## src/rtl/exception_ctrl.sv

```systemverilog
// exception_ctrl: picks the oldest pipeline exception (MEM > EX > ID > IF), freezes and
// flushes the pipeline, waits for the store buffer to drain, then presents one single-cycle
// exception record to privileged_regs, followed by one flush-only HOLD cycle.
// Optional build macro EXC_COUNT_EN: enables out_exc_count (saturating count of RAISE cycles);
// without it the counter is removed and out_exc_count is tied to 0.
// Ports:
//   clk, reset (async, active-high)
//   in_{if,id,ex,mem}_exc / _pc      per-stage exception code (0 = none) and pc
//   in_id_instr, in_mem_addr         extra record fields for ID and MEM
//   in_sb_empty                      store buffer empty; holds DRAIN while low
//   out_stall, out_flush             pipeline freeze / kill IF..EX
//   out_exception_vector, out_fault_pc, out_fault_addr, out_additional_info
//                                    exception record, nonzero only in RAISE
//   out_exc_count                    exceptions raised since reset
module exception_ctrl #(
  parameter int DRAIN_CYCLES = 2,
  parameter int CNT_W        = 16
) (
  input  logic             clk,
  input  logic             reset,
  input  logic [2:0]       in_if_exc,
  input  logic [31:0]      in_if_pc,
  input  logic [2:0]       in_id_exc,
  input  logic [31:0]      in_id_pc,
  input  logic [31:0]      in_id_instr,
  input  logic [2:0]       in_ex_exc,
  input  logic [31:0]      in_ex_pc,
  input  logic [2:0]       in_mem_exc,
  input  logic [31:0]      in_mem_pc,
  input  logic [31:0]      in_mem_addr,
  input  logic             in_sb_empty,
  output logic             out_stall,
  output logic             out_flush,
  output logic [2:0]       out_exception_vector,
  output logic [31:0]      out_fault_pc,
  output logic [31:0]      out_fault_addr,
  output logic [31:0]      out_additional_info,
  output logic [CNT_W-1:0] out_exc_count
);

  localparam int DW = $clog2(DRAIN_CYCLES + 1);
  localparam logic [DW-1:0] DRAIN_MAX = DW'(DRAIN_CYCLES);

  typedef enum logic [1:0] {S_IDLE, S_DRAIN, S_RAISE, S_HOLD} state_t;

  state_t        r_state;
  logic [1:0]    r_tag;        // stage of the latched record: 3=MEM .. 0=IF
  logic [DW-1:0] r_drain_cnt;
  logic [2:0]    r_code;
  logic [31:0]   r_pc;
  logic [31:0]   r_addr;
  logic [31:0]   r_info;

  logic          w_any;
  logic [1:0]    w_sel;
  logic [2:0]    w_code;
  logic [31:0]   w_pc;
  logic [31:0]   w_addr;
  logic [31:0]   w_info;
  logic          w_latch;
  logic [DW-1:0] w_cnt_inc;

  // Oldest stage with a nonzero code and the record it would contribute.
  always_comb begin
    w_any  = 1'b1;
    w_sel  = 2'd0;
    w_code = 3'd0;
    w_pc   = 32'd0;
    w_addr = 32'd0;
    w_info = 32'd0;
    if (in_mem_exc != 3'd0) begin
      w_sel  = 2'd3;
      w_code = in_mem_exc;
      w_pc   = in_mem_pc;
      w_addr = in_mem_addr;
    end else if (in_ex_exc != 3'd0) begin
      w_sel  = 2'd2;
      w_code = in_ex_exc;
      w_pc   = in_ex_pc;
      w_addr = in_ex_pc;
    end else if (in_id_exc != 3'd0) begin
      w_sel  = 2'd1;
      w_code = in_id_exc;
      w_pc   = in_id_pc;
      w_addr = in_id_pc;
      w_info = in_id_instr;
    end else if (in_if_exc != 3'd0) begin
      w_sel  = 2'd0;
      w_code = in_if_exc;
      w_pc   = in_if_pc;
      w_addr = in_if_pc;
    end else begin
      w_any  = 1'b0;
    end
  end

  // A new record is taken in IDLE, or in DRAIN only from a strictly older stage.
  assign w_latch = w_any && ((r_state == S_IDLE) ||
                             ((r_state == S_DRAIN) && (w_sel > r_tag)));

  assign w_cnt_inc = (r_drain_cnt == DRAIN_MAX) ? r_drain_cnt : r_drain_cnt + 1'b1;

  always_ff @(posedge clk or posedge reset) begin
    if (reset) begin
      r_tag  <= 2'd0;
      r_code <= 3'd0;
      r_pc   <= 32'd0;
      r_addr <= 32'd0;
      r_info <= 32'd0;
    end else if (w_latch) begin
      r_tag  <= w_sel;
      r_code <= w_code;
      r_pc   <= w_pc;
      r_addr <= w_addr;
      r_info <= w_info;
    end
  end

  // Outputs are registered from the state being entered, so they track r_state.
  always_ff @(posedge clk or posedge reset) begin
    if (reset) begin
      r_state              <= S_IDLE;
      r_drain_cnt          <= '0;
      out_stall            <= 1'b0;
      out_flush            <= 1'b0;
      out_exception_vector <= 3'd0;
      out_fault_pc         <= 32'd0;
      out_fault_addr       <= 32'd0;
      out_additional_info  <= 32'd0;
    end else begin
      case (r_state)
        S_IDLE: begin
          if (w_any) begin
            r_state     <= S_DRAIN;
            r_drain_cnt <= '0;
            out_stall   <= 1'b1;
            out_flush   <= 1'b1;
          end
        end
        S_DRAIN: begin
          if (w_latch) begin
            // Older exception restarts the drain window.
            r_drain_cnt <= '0;
          end else if ((w_cnt_inc == DRAIN_MAX) && in_sb_empty) begin
            r_state              <= S_RAISE;
            r_drain_cnt          <= w_cnt_inc;
            out_exception_vector <= r_code;
            out_fault_pc         <= r_pc;
            out_fault_addr       <= r_addr;
            out_additional_info  <= r_info;
          end else begin
            r_drain_cnt <= w_cnt_inc;
          end
        end
        S_RAISE: begin
          r_state              <= S_HOLD;
          out_stall            <= 1'b0;
          out_exception_vector <= 3'd0;
          out_fault_pc         <= 32'd0;
          out_fault_addr       <= 32'd0;
          out_additional_info  <= 32'd0;
        end
        S_HOLD: begin
          r_state   <= S_IDLE;
          out_flush <= 1'b0;
        end
        default: begin
          r_state   <= S_IDLE;
          out_stall <= 1'b0;
          out_flush <= 1'b0;
        end
      endcase
    end
  end

`ifdef EXC_COUNT_EN
  logic [CNT_W-1:0] r_exc_count;

  always_ff @(posedge clk or posedge reset) begin
    if (reset) begin
      r_exc_count <= '0;
    end else if ((r_state == S_RAISE) && (r_exc_count != {CNT_W{1'b1}})) begin
      r_exc_count <= r_exc_count + 1'b1;
    end
  end

  assign out_exc_count = r_exc_count;
`else
  assign out_exc_count = '0;
`endif

endmodule

```

## config.mk

```make
export PLATFORM = sky130hd
export DESIGN_NAME = exception_ctrl
export DESIGN_NICKNAME = d
export VERILOG_FILES = /design/src/rtl/exception_ctrl.sv
export SDC_FILE = /design/constraint.sdc
export NUM_CORES = 1
export LEC_CHECK = 0
export CAP_MARGIN = 40
export CORE_ASPECT_RATIO = 0.5
export CORE_MARGIN = 2
export CORE_UTILIZATION = 48
export DETAILED_ROUTE_END_ITERATION = 8
export PLACE_DENSITY_LB_ADDON = 0.12
export SETUP_SLACK_MARGIN = 0.15
export SLEW_MARGIN = 25
export SYNTH_ARGS = -nofsm -noshare
export SYNTH_HDL_FRONTEND = slang
export SYNTH_SLANG_ARGS = --single-unit
```

## constraint.sdc

```tcl
create_clock -name clk -period 18.7 [get_ports clk]
set_clock_uncertainty 0.05 [all_clocks]
set_input_delay 1.87 -clock clk [delete_from_list [all_inputs] [get_ports clk]]
set_output_delay 1.87 -clock clk [all_outputs]
set_load 0.02 [all_outputs]
```

==> results of run 1 <==
-- cell families (layout without fill, tap and decap cells) --
family,count (synthesis),in the layout,share of synthesized area
mux,2,2,0.00240
fa+ha+maj,8,8,0.0113
flops,206,206,0.581
other cells,1,16,0.000423
compound gates,287,287,0.249
buf+inv,94,362,0.0506
simple gates,220,220,0.105
-- metal layers --
layer | global-route usage | vias to the layer above | part of all wire
met1 | 0.350 | 3793 | 0.44
met5 | 0 | - | 0
met2 | 0.438 | 280 | 0.49
met3 | 0.0363 | 33 | 0.052
li1 | - | 3549 | -
met4 | 0.0513 | 0 | 0.017
-- through the flow --
step                      area, sq um  setup WS [ps]  power, W  instances
after detailed placement        12100          12480   0.00125       1308
after floorplan                  8930          11160   0.00102        833
after global placement          12000          12610   0.00123       1307
after CTS                       12700          12960   0.00164       1340
after global routing            12700          12900   0.00174       1341
final                           12700          13150   0.00164       1341
-- final cells by class --
cell class                      count  share of cell area
Sequential cell                   206               0.406
Multi-Input combinational cell    533               0.265
Timing Repair Buffer              322               0.254
Clock buffer                       23              0.0402
Tap cell                          240              0.0237
Clock inverter                      9             0.00818
Inverter                            8             0.00296
-- cells in the final DEF (no fill, tap or decap), types with 2 or more instances in the layout --
master	synthesis	final
bufinv_16	0	2
nor2_1	71	68
nor3_2	3	3
o21ai_0	5	5
clkinv_2	0	4
a32o_1	2	2
clkbuf_8	0	2
and2_1	2	2
nand3_1	34	34
a22oi_1	64	64
inv_1	8	7
o211ai_1	2	2
ha_1	8	8
clkinvlp_4	0	2
clkdlybuf4s50_1	0	307
buf_4	17	13
nand2_1	102	102
a22o_1	131	131
clkbuf_16	0	19
nor2_2	0	2
a31oi_1	64	64
clkbuf_1	52	2
conb_1	1	16
a21oi_1	10	10
o21a_1	3	2
dfrtp_1	206	206
buf_16	0	2
-- tightest hold or removal path, stage by stage, from the launching register on --
cell and delay, ps:
dfrtp_1 340, nand2_1 50, nand2_1 50
-- registers in the layout, summed over array words and instances, names as in the netlist --
register	count
out_additional_info	32
out_exception_vector	3
out_fault_addr	32
out_fault_pc	32
out_flush	1
out_stall	1
r_addr	32
r_code	3
r_drain_cnt	2
r_info	32
r_pc	32
r_state	2
r_tag	2
-- report_power, final --
part	leakage [nW]	internal [W]	total (W)	switching (W)
sequential	2.67	0.000569	0.000640	0.0000704
clock	0.299	0.000223	0.000386	0.000163
combinational	2.57	0.000249	0.000611	0.000362
total	5.53	0.00104	0.00164	0.000596
-- how the worst max path moves through the flow --
| stage | slack, ps | end |
|---|---|---|
| 2_1_floorplan | 11160 | out_additional_info[0]$_DFFE_PP0P_ |
| 3_3_place_gp | 12610 | r_code[2]$_DFFE_PP0P_ |
| 3_5_place_dp | 12480 | r_code[2]$_DFFE_PP0P_ |
| 4_1_cts | 12960 | r_code[2]$_DFFE_PP0P_ |
| 5_1_grt | 12900 | r_addr[17]$_DFFE_PP0P_ |
| 6_report | 13150 | out_fault_pc[28]$_DFFE_PP0P_ |
-- cells in the mapped netlist, drive strengths merged, types with 7 or more instances --
| library cell | number | area share |
|---|---|---|
| a22o | 131 | 0.13 |
| inv | 8 | 0.0034 |
| buf | 34 | 0.025 |
| a22oi | 64 | 0.054 |
| nand2 | 102 | 0.043 |
| dfrtp | 206 | 0.58 |
| a31oi | 64 | 0.045 |
| o21ai | 7 | 0.0044 |
| nand3 | 34 | 0.019 |
| a21oi | 10 | 0.0056 |
| nor2 | 71 | 0.030 |
| ha | 8 | 0.011 |
| clkbuf | 52 | 0.022 |
==> results.md, run 1 <==
* Status: completed
* CTS hold repair buffers at 0
* Postcts setup bufs at 0
* Slew headroom at 0.468
* Post-synthesis sequential area ratio at 0.581
* Yosys reg bits at roughly 210
* Post-DP HPWL at 17.3 mm
* Core Util, Final at 0.695
* HP Start: r_info[10]$_DFFE_PP0P_
* Initial Util at 0.486
* Top Family by Delay on Critical Path: buffers and inverters
* Synth async-reset ratio at 1.00
* Hold endpoint: r_info[10]$_DFFE_PP0P_
* Worst-skew pair later-pin latency at between 400 and 500 ps
* Reg2Reg Setup Slack at 15770 ps
* WL per Instance at 19.0 um
* Crit-path slowest cell: buf_4
* Number of H-tree levels at 1
* Top_reg_cell synth: dfrtp_1
* Vias at 7655
* Count of flip-flops with a built-in enable after synthesis at 0
* CTS Buffer Depth at 3
* Vias per cell at ~5.7
* First-pass GRT wire length at 39.5 mm
* Row count at 35
* Tcrit/Tclk final at 0.297
* IO Port Bufs at 307
* Multi-input logic area at 3360 sq um
* FMAX at 180 MHz
* TritonCTS Buffers at 19
* Synth warn at 0
* Post-CTS sizing at 0
* Worst-path clk slew at 70 ps
* Max cap viols at 0
* Drt first pass iters at 5
* Total stage count of the critical path at 12
* FF-to-FF path depth at 8
* WP data arrival at between 5000 and 6000 ps
* Reg2reg start: r_state[1]$_DFFE_PP0P_
* Min-delay worst type: reg2reg
* Mapped Area at 8870 sq um
* RR Endpoint: r_addr[17]$_DFFE_PP0P_
* Synthesized area per cell at 10.8 sq um
* Cells along the critical path: clkdlybuf4s50_1 -> nor3_2 -> and2_1 -> buf_4 -> inv_1 -> ha_1 -> nor2b_1 -> o211a_1 -> o21a_4 -> nor4b_4 -> buf_4 -> a22o_1
* Setup Crit Path Kind: in2reg
* Gr usage total at 0.254
* Chip height at around 100 um
* Final min period at 5550 ps
* Cells after Synth at 818
* Startpoint types: input port
* Total Wirelength at around 25 mm
* DRT iter0 DRCs at 370
* Worst IR Drop VDD at around 0.090 mV
* CP startpoint: in_ex_exc[0]
* Max Slew Vio Count at 0
* CP bufs+invs at 4
* Area of all sequential standard cells at approximately 5200 sq um
* Full die area at 19600 sq um
* Clk sinks at 206
* Pin count of the biggest net entering global routing at 93
* Worst setup EP type: flip-flop
* GP Congestion at 0.808
* Hold WS at 420 ps
* CTS tree: yes
* Crit path largest cell delay at 590 ps
* Hold path depth at 2
* Filler cells at around 1400
* Core footprint at ~18000 sq um
* I/O pin total at about 320
* Final Setup Violations at 0
* Antenna fix cells at 0
* Yosys cell types at 37
* Crit path max fanout at 74
* Syn-to-layout area delta at 43.1%
* Power Density at 129 nW/um^2
* Leak pwr at 5.53 nW
* Vias in the first global route at about 7500
* Root Driver: clkbuf_16
* # nets final at around 1300
* Layout cell share with drive strength beyond 1 at 0.0545
* Worst slew pin tran at between 700 and 800 ps
* RSZ-0062 raised after global routing: no
* Worst Path Required at 19050 ps
* Overflow left after global routing at 0
* # DRC at 0
* Cell repeated most along the worst path: buf_4
* Final Hold Viols at 0
* Sum Neg Setup Slack at 0 ps
* Initial antenna violation count at 0
* Antenna-violating nets left at 0
* Die Wd at about 200 um
(Power assumes the default switching activity.)
==> run 2: changes to the inputs <==
Settings changed: CORE_UTILIZATION 48 to 41.
Clock period 18.7 ns to 5 ns, I/O delays scaled along.
==> results.md, run 2 (synthesis results as in run 1) <==
* Commonest non-fill, non-tap cell in the layout: clkdlybuf4s50_1
* Crit path largest cell delay at 450 ps (-140 ps)
* Min-delay worst type: in2async
* Max cap viols at 0 (unchanged)
* Syn-to-layout area delta at 45.4%
* Postcts setup bufs at 0 (unchanged)
* Max Slew Vio Count at 0 (unchanged)
* Worst-path clk slew at 60 ps (about the same)
* Core footprint at 20900 sq um (+14%)
* First-pass GRT wire length at 41.2 mm (+4.3%)
* Power Density at 482 nW/um^2 (+270%)
* Worst Path Required at 5320 ps (-13730 ps)
* Post-CTS sizing at 0 (unchanged)
* Antenna fix cells at 0 (unchanged)
* Core Util, Final at 0.617 (-0.0778)
* # nets final at 1306 (+0.077%)
* WP data arrival at 3560 ps (-2340 ps)
* Overflow left after global routing at 0 (unchanged)
* Slew headroom at 0.481 (+0.0127)
* Number of H-tree levels at 1 (unchanged)
* Worst-skew pair later-pin latency at 480 ps (about the same)
* Vias at 7585 (-0.91%)
* Reg2reg start: r_state[0]$_DFFE_PP0P_
* CTS Buffer Depth at 3 (unchanged)
* Final Setup Violations at 0 (unchanged)
* Grt met3 use at 0.0482 (+0.0119)
* Most frequent cells in the layout: 307 x clkdlybuf4s50_1, 206 x dfrtp_1, 131 x a22o_1
* Met1 GRT Util at 0.306 (-0.0441)
* Row count at 37 (+5.7%)
* Total Wirelength at 26.4 mm (+3.8%)
* Sum Neg Setup Slack at 0 ps (unchanged)
* Tcrit/Tclk final at 0.648
* IO Port Bufs at 307 (unchanged)
* FMAX at 308 MHz
* RSZ-0062 raised after global routing: no
* Pin count of the biggest net entering global routing at 165 (+77%)
* Cells along the critical path: clkdlybuf4s50_1 -> nor3_2 -> and2_1 -> inv_1 -> ha_1 -> nor2b_1 -> o211a_1 -> o221ai_1 -> o21ai_4 -> buf_16 -> buf_12 -> a22o_1
* Chip height at 108 um (+7.9%)
* Status: completed
* Initial antenna violation count at 0 (unchanged)
* GP Congestion at 0.802 (-0.77%)
* FF-to-FF path depth at 8 (unchanged)
* CTS hold repair buffers at 0 (unchanged)
* Drt first pass iters at 5 (unchanged)
* Gr usage total at 0.229 (-0.0251)
* Vias in the first global route at 7573 (+0.73%)
* Setup Crit Path Kind: in2reg
* Worst setup EP type: flip-flop
* Leak pwr at 5.58 nW (+0.89%)
* Full die area at 22900 sq um (+17%)
* Worst IR Drop VDD at 0.611 mV (+580%)
* Global Route met2 Usage at 0.387 (-0.0511)
* Root Driver: clkbuf_16
* Die Wd at 212 um (+8.0%)
* RR Endpoint: out_fault_addr[14]$_DFFE_PP0P_
* I/O pin total at 324 (unchanged)
* Startpoint types: input port
* Clk sinks at 206 (unchanged)
* # DRC at 0 (unchanged)
* Initial Util at 0.425 (-0.0609)
* Crit path max fanout at 72 (-2.7%)
* TritonCTS Buffers at 20 (+1)
* Worst slew pin tran at 779 ps (-19.1 ps)
* Final Hold Viols at 0 (unchanged)
* DRT iter0 DRCs at 619 (+67%)
* Crit-path slowest cell: clkdlybuf4s50_1
* CTS tree: yes
* WL per Instance at 18.9 um (-0.34%)
* Reg2Reg Setup Slack at 2430 ps (-13340 ps)
* Final min period at around 3200 ps
* Antenna-violating nets left at 0 (unchanged)
* Most crowded layer after global routing: met2
* Vias per cell at 5.43 (-4.9%)
* Post-DP HPWL at 18.0 mm (+4.1%)
* Layout cell share with drive strength beyond 1 at 0.0561 (+0.00161)
==> run 2: changes by cell type in the layout (fill, tap and decap cells not counted) <==
| cell | before | now |
|---|---|---|
| clkbuf_8 | 2 | 6 |
| inv_8 | 1 | 0 |
| clkbuf_1 | 2 | 4 |
| clkinv_8 | 0 | 1 |
| buf_4 | 13 | 7 |
| clkinv_2 | 4 | 3 |
| clkbuf_16 | 19 | 21 |
| bufinv_16 | 2 | 0 |
| clkinv_4 | 1 | 0 |
| buf_12 | 0 | 5 |
| buf_16 | 2 | 3 |
| nor2_2 | 2 | 1 |
| nor2_4 | 1 | 2 |
==> run 2: area by class of cell <==
class                      instances  area, sq um
multi-input combinational        533         3370
clock inverter                     5         38.8
tap                              292          365
timing repair buffer             322         3310
sequential                       206         5150
inverter                           8         33.8
fill                            1710         7990
clock buffer                      31          623
==> run 2: power breakdown <==
part	internal, W	switching (W)	leakage [nW]
clock network	0.000864	0.000629	0.325
logic	0.000965	0.00136	2.59
registers	0.00213	0.000267	2.67
total	0.00396	0.00226	5.58
==> run 2: worst max-delay path, delay by kind of cell <==
kind                       cells  cell delay (ps)
buffers and inverters          4              920
AOI/OAI and AO/OA              4             1010
adders and majority gates      1              290
and+or+nand+nor                3              710
==> run 2: worst max path at each step <==
stage,slack [ps],to,depth (start not counted),start
6_report,1760,out_fault_addr[14]$_DFFE_PP0P_,12,in_ex_exc[0]
5_1_grt,1670,out_fault_pc[25]$_DFFE_PP0P_,12,in_ex_exc[0]
4_1_cts,1800,out_fault_addr[16]$_DFFE_PP0P_,11,in_ex_exc[0]
3_5_place_dp,1290,out_fault_addr[16]$_DFFE_PP0P_,11,in_ex_exc[0]
3_3_place_gp,1370,out_fault_addr[21]$_DFFE_PP0P_,11,in_ex_exc[0]
2_1_floorplan,1780,out_additional_info[0]$_DFFE_PP0P_,1,reset
==> run 2: metrics by stage <==
step	instances	total power, W	hold WS [ps]	setup slack [ps]	area, sq um
floorplan	833	0.00381	389	1780	8930
finish	1397	0.00622	406	1760	12900
global route	1397	0.00662	434	1670	12900
CTS	1396	0.00623	415	1800	12900
detailed placement	1360	0.00473	406	1290	12200
global placement	1358	0.00466	399	1370	12100
==> run 2: routing by layer <==
layer | wire (um) | vias up
li1 | - | 3549
met1 | 11400 | 3756
met2 | 12800 | 248
met3 | 1700 | 32
met4 | 508 | 0
met5 | 0 | -
==> run 3: changes to the inputs <==
Settings changed: CORE_UTILIZATION 41 to 45.
Clock period 5 ns to 3.3 ns, I/O delays scaled along.
==> results.md, run 3 (synthesis results as in run 1) <==
* Met1 GRT Util at 0.320 (+0.0140)
* Sw Share at 0.359 (-0.00469)
* Core Util, Final at 0.664 (+0.0461)
* Min-delay worst type: in2async
* Root Driver: clkbuf_16
* Chip height at 103 um (-4.4%)
* Worst Path Required at 3660 ps (-1660 ps)
* Worst slew pin tran at 720 ps (-58.1 ps)
* Sum Neg Setup Slack at 0 ps (unchanged)
* Status: completed
* GP Congestion at 0.800 (-0.19%)
* Initial Util at 0.458 (+0.0331)
* Die Wd at 203 um (-4.5%)
* Full die area at 20900 sq um (-8.6%)
* Post-CTS sizing at 0 (unchanged)
* Worst IR Drop VDD at 0.570 mV (-6.6%)
* Grt met3 use at 0.0382 (-0.00999)
* Worst-skew pair later-pin latency at 470 ps (about the same)
* DRT iter0 DRCs at 408 (-34%)
* Startpoint types: input port
* Clk sinks at 206 (unchanged)
* Hold WS at 96.3 ps (-310 ps)
* # DRC at 0 (unchanged)
* Max cap viols at 0 (unchanged)
* Global Route met2 Usage at 0.395 (+0.00800)
* Slew headroom at 0.520 (+0.0387)
* Gate power share at 0.380 (+0.006)
* Tcrit/Tclk final at 0.838
* First-pass GRT wire length at 38.9 mm (-5.6%)
* TritonCTS Buffers at 19 (-5.0%)
* NetSw at 0.00335 W (+48%)
* WP data arrival at 3120 ps (-440 ps)
* Crit path max fanout at 53 (-26%)
* Power Density at 726 nW/um^2 (+51%)
* Postcts setup bufs at 0 (unchanged)
* Number of H-tree levels at 1 (unchanged)
* CTS hold repair buffers at 0 (unchanged)
* CTS Buffer Depth at 3 (unchanged)
* Drt first pass iters at 6 (+1)
* Int Power at 0.00599 W (+51%)
* Worst setup EP type: flip-flop
* Vias per cell at 5.54 (+2.0%)
* FMAX at 362 MHz
* Total Wirelength at 25.1 mm (-4.9%)
* Leak pwr at 5.59 nW (+0.22%)
* Reg power frac at 0.388 (+0.002)
* Crit path largest cell delay at 510 ps (+60 ps)
* Most crowded layer after global routing: met2
* Vias in the first global route at 7382 (-2.5%)
* Antenna fix cells at 0 (unchanged)
* WL per Instance at 18.3 um (-3.3%)
* Setup Crit Path Kind: in2reg
* Cells along the critical path: clkdlybuf4s50_1 -> or3_2 -> a21oi_1 -> ha_1 -> nor2b_1 -> o211a_1 -> o21a_4 -> nor4b_4 -> buf_12 -> a22o_1
* Max Slew Vio Count at 0 (unchanged)
* Gr usage total at 0.235 (+0.00560)
* IO Port Bufs at 307 (unchanged)
* Clock power frac at 0.232 (-0.008)
* Pre-CTS WS at 56.1 ps (-1230 ps)
* Top Family by Delay on Critical Path: simple AND/OR/NAND/NOR gates
* Core footprint at 19400 sq um (-7.2%)
* Row count at 36 (-2.7%)
* Crit-path slowest cell: or3_2
* CP bufs+invs at 2 (-2)
* Most frequent cells in the layout: 307 x clkdlybuf4s50_1, 206 x dfrtp_1, 131 x a22o_1
* Finished Layout Cells at 1374 (-1.6%)
* # nets final at 1314 (+0.61%)
* Final Hold Viols at 0 (unchanged)
* Final Setup Violations at 0 (unchanged)
* RSZ-0062 raised after global routing: no
* Overflow left after global routing at 0 (unchanged)
* Fin worst setup slack at 536 ps (-1220 ps)
* Reg2Reg Setup Slack at 950 ps (-1480 ps)
* I/O pin total at 324 (unchanged)
* Post-DP HPWL at 17.4 mm (-3.3%)
* Pin count of the biggest net entering global routing at 84 (-49%)
* Filler cells at 1554 (-9.1%)
* Final min period at between 2000 and 3000 ps
* Worst-path clk slew at 70 ps (about the same)
* Placed cell count at 1344 (-1.2%)
* Commonest non-fill, non-tap cell in the layout: clkdlybuf4s50_1
* Initial antenna violation count at 0 (unchanged)
* CTS tree: yes
* Vias at 7612 (+0.36%)
* Syn-to-layout area delta at 44.9%
* Layout cell share with drive strength beyond 1 at 0.0596 (+0.00346)
* Antenna-violating nets left at 0 (unchanged)
-- run 3: cell count changes in the layout (fill, tap and decap cells not counted), moves of 2 or more --
cell	previous run	this run
buf_12	5	9
clkbuf_16	21	19
buf_16	3	0
buf_4	7	15
clkbuf_8	6	3
bufinv_16	0	2
-- run 3: final timing paths --
path	from	endpoint	cells past startpoint
hold / removal	reset	out_additional_info[23]$_DFFE_PP0P_	2
max in group asynchronous	reset	r_addr[17]$_DFFE_PP0P_	4
setup / recovery	in_mem_exc[1]	out_fault_pc[9]$_DFFE_PP0P_	10
hold reg to reg	r_info[16]$_DFFE_PP0P_	r_info[16]$_DFFE_PP0P_	2
min in group clk	in_id_instr[2]	r_info[2]$_DFFE_PP0P_	3
setup reg to reg	r_tag[1]$_DFFE_PP0P_	out_fault_pc[9]$_DFFE_PP0P_	8
-- run 3: layout make-up --
class,instances,area [sq um],area share
Clock buffer,25,528,0.0411
Clock inverter,5,75.1,0.00584
Inverter,8,33.8,0.00263
Multi-Input combinational cell,533,3360,0.262
Sequential cell,206,5150,0.401
Tap cell,266,333,0.0259
Timing Repair Buffer,331,3370,0.262
-- run 3: power groups by stage --
stage	Clock (W)	Combinational (W)	Sequential (W)
2_1_floorplan	0	0.00195	0.00382
3_3_place_gp	0	0.00350	0.00364
3_5_place_dp	0	0.00359	0.00365
4_1_cts	0.00221	0.00359	0.00362
5_1_grt	0.00233	0.00390	0.00370
6_report	0.00216	0.00355	0.00362
-- run 3: through the flow --
stage / total power (W) / instance area [sq um]
floorplan: 0.00577 / 8930
global placement: 0.00714 / 12200
detailed placement: 0.00724 / 12300
CTS: 0.00942 / 12900
global route: 0.00994 / 12900
finish: 0.00933 / 12900
-- run 3: worst reg2reg max path, cell delays in order (launching register included) --
cell and delay, ps:
dfrtp_1 360, inv_1 70, ha_1 230, nor2b_1 140, o211a_1 260, o21a_4 250, nor4b_4 410, buf_12 310
a22o_1 210
-- run 3: per-layer routing --
metal	part of all wire	up-vias	wire, um
li1	-	3557	-
met1	0.44	3755	11000
met2	0.48	260	12100
met3	0.055	40	1390
met4	0.024	0	611
met5	0	-	0
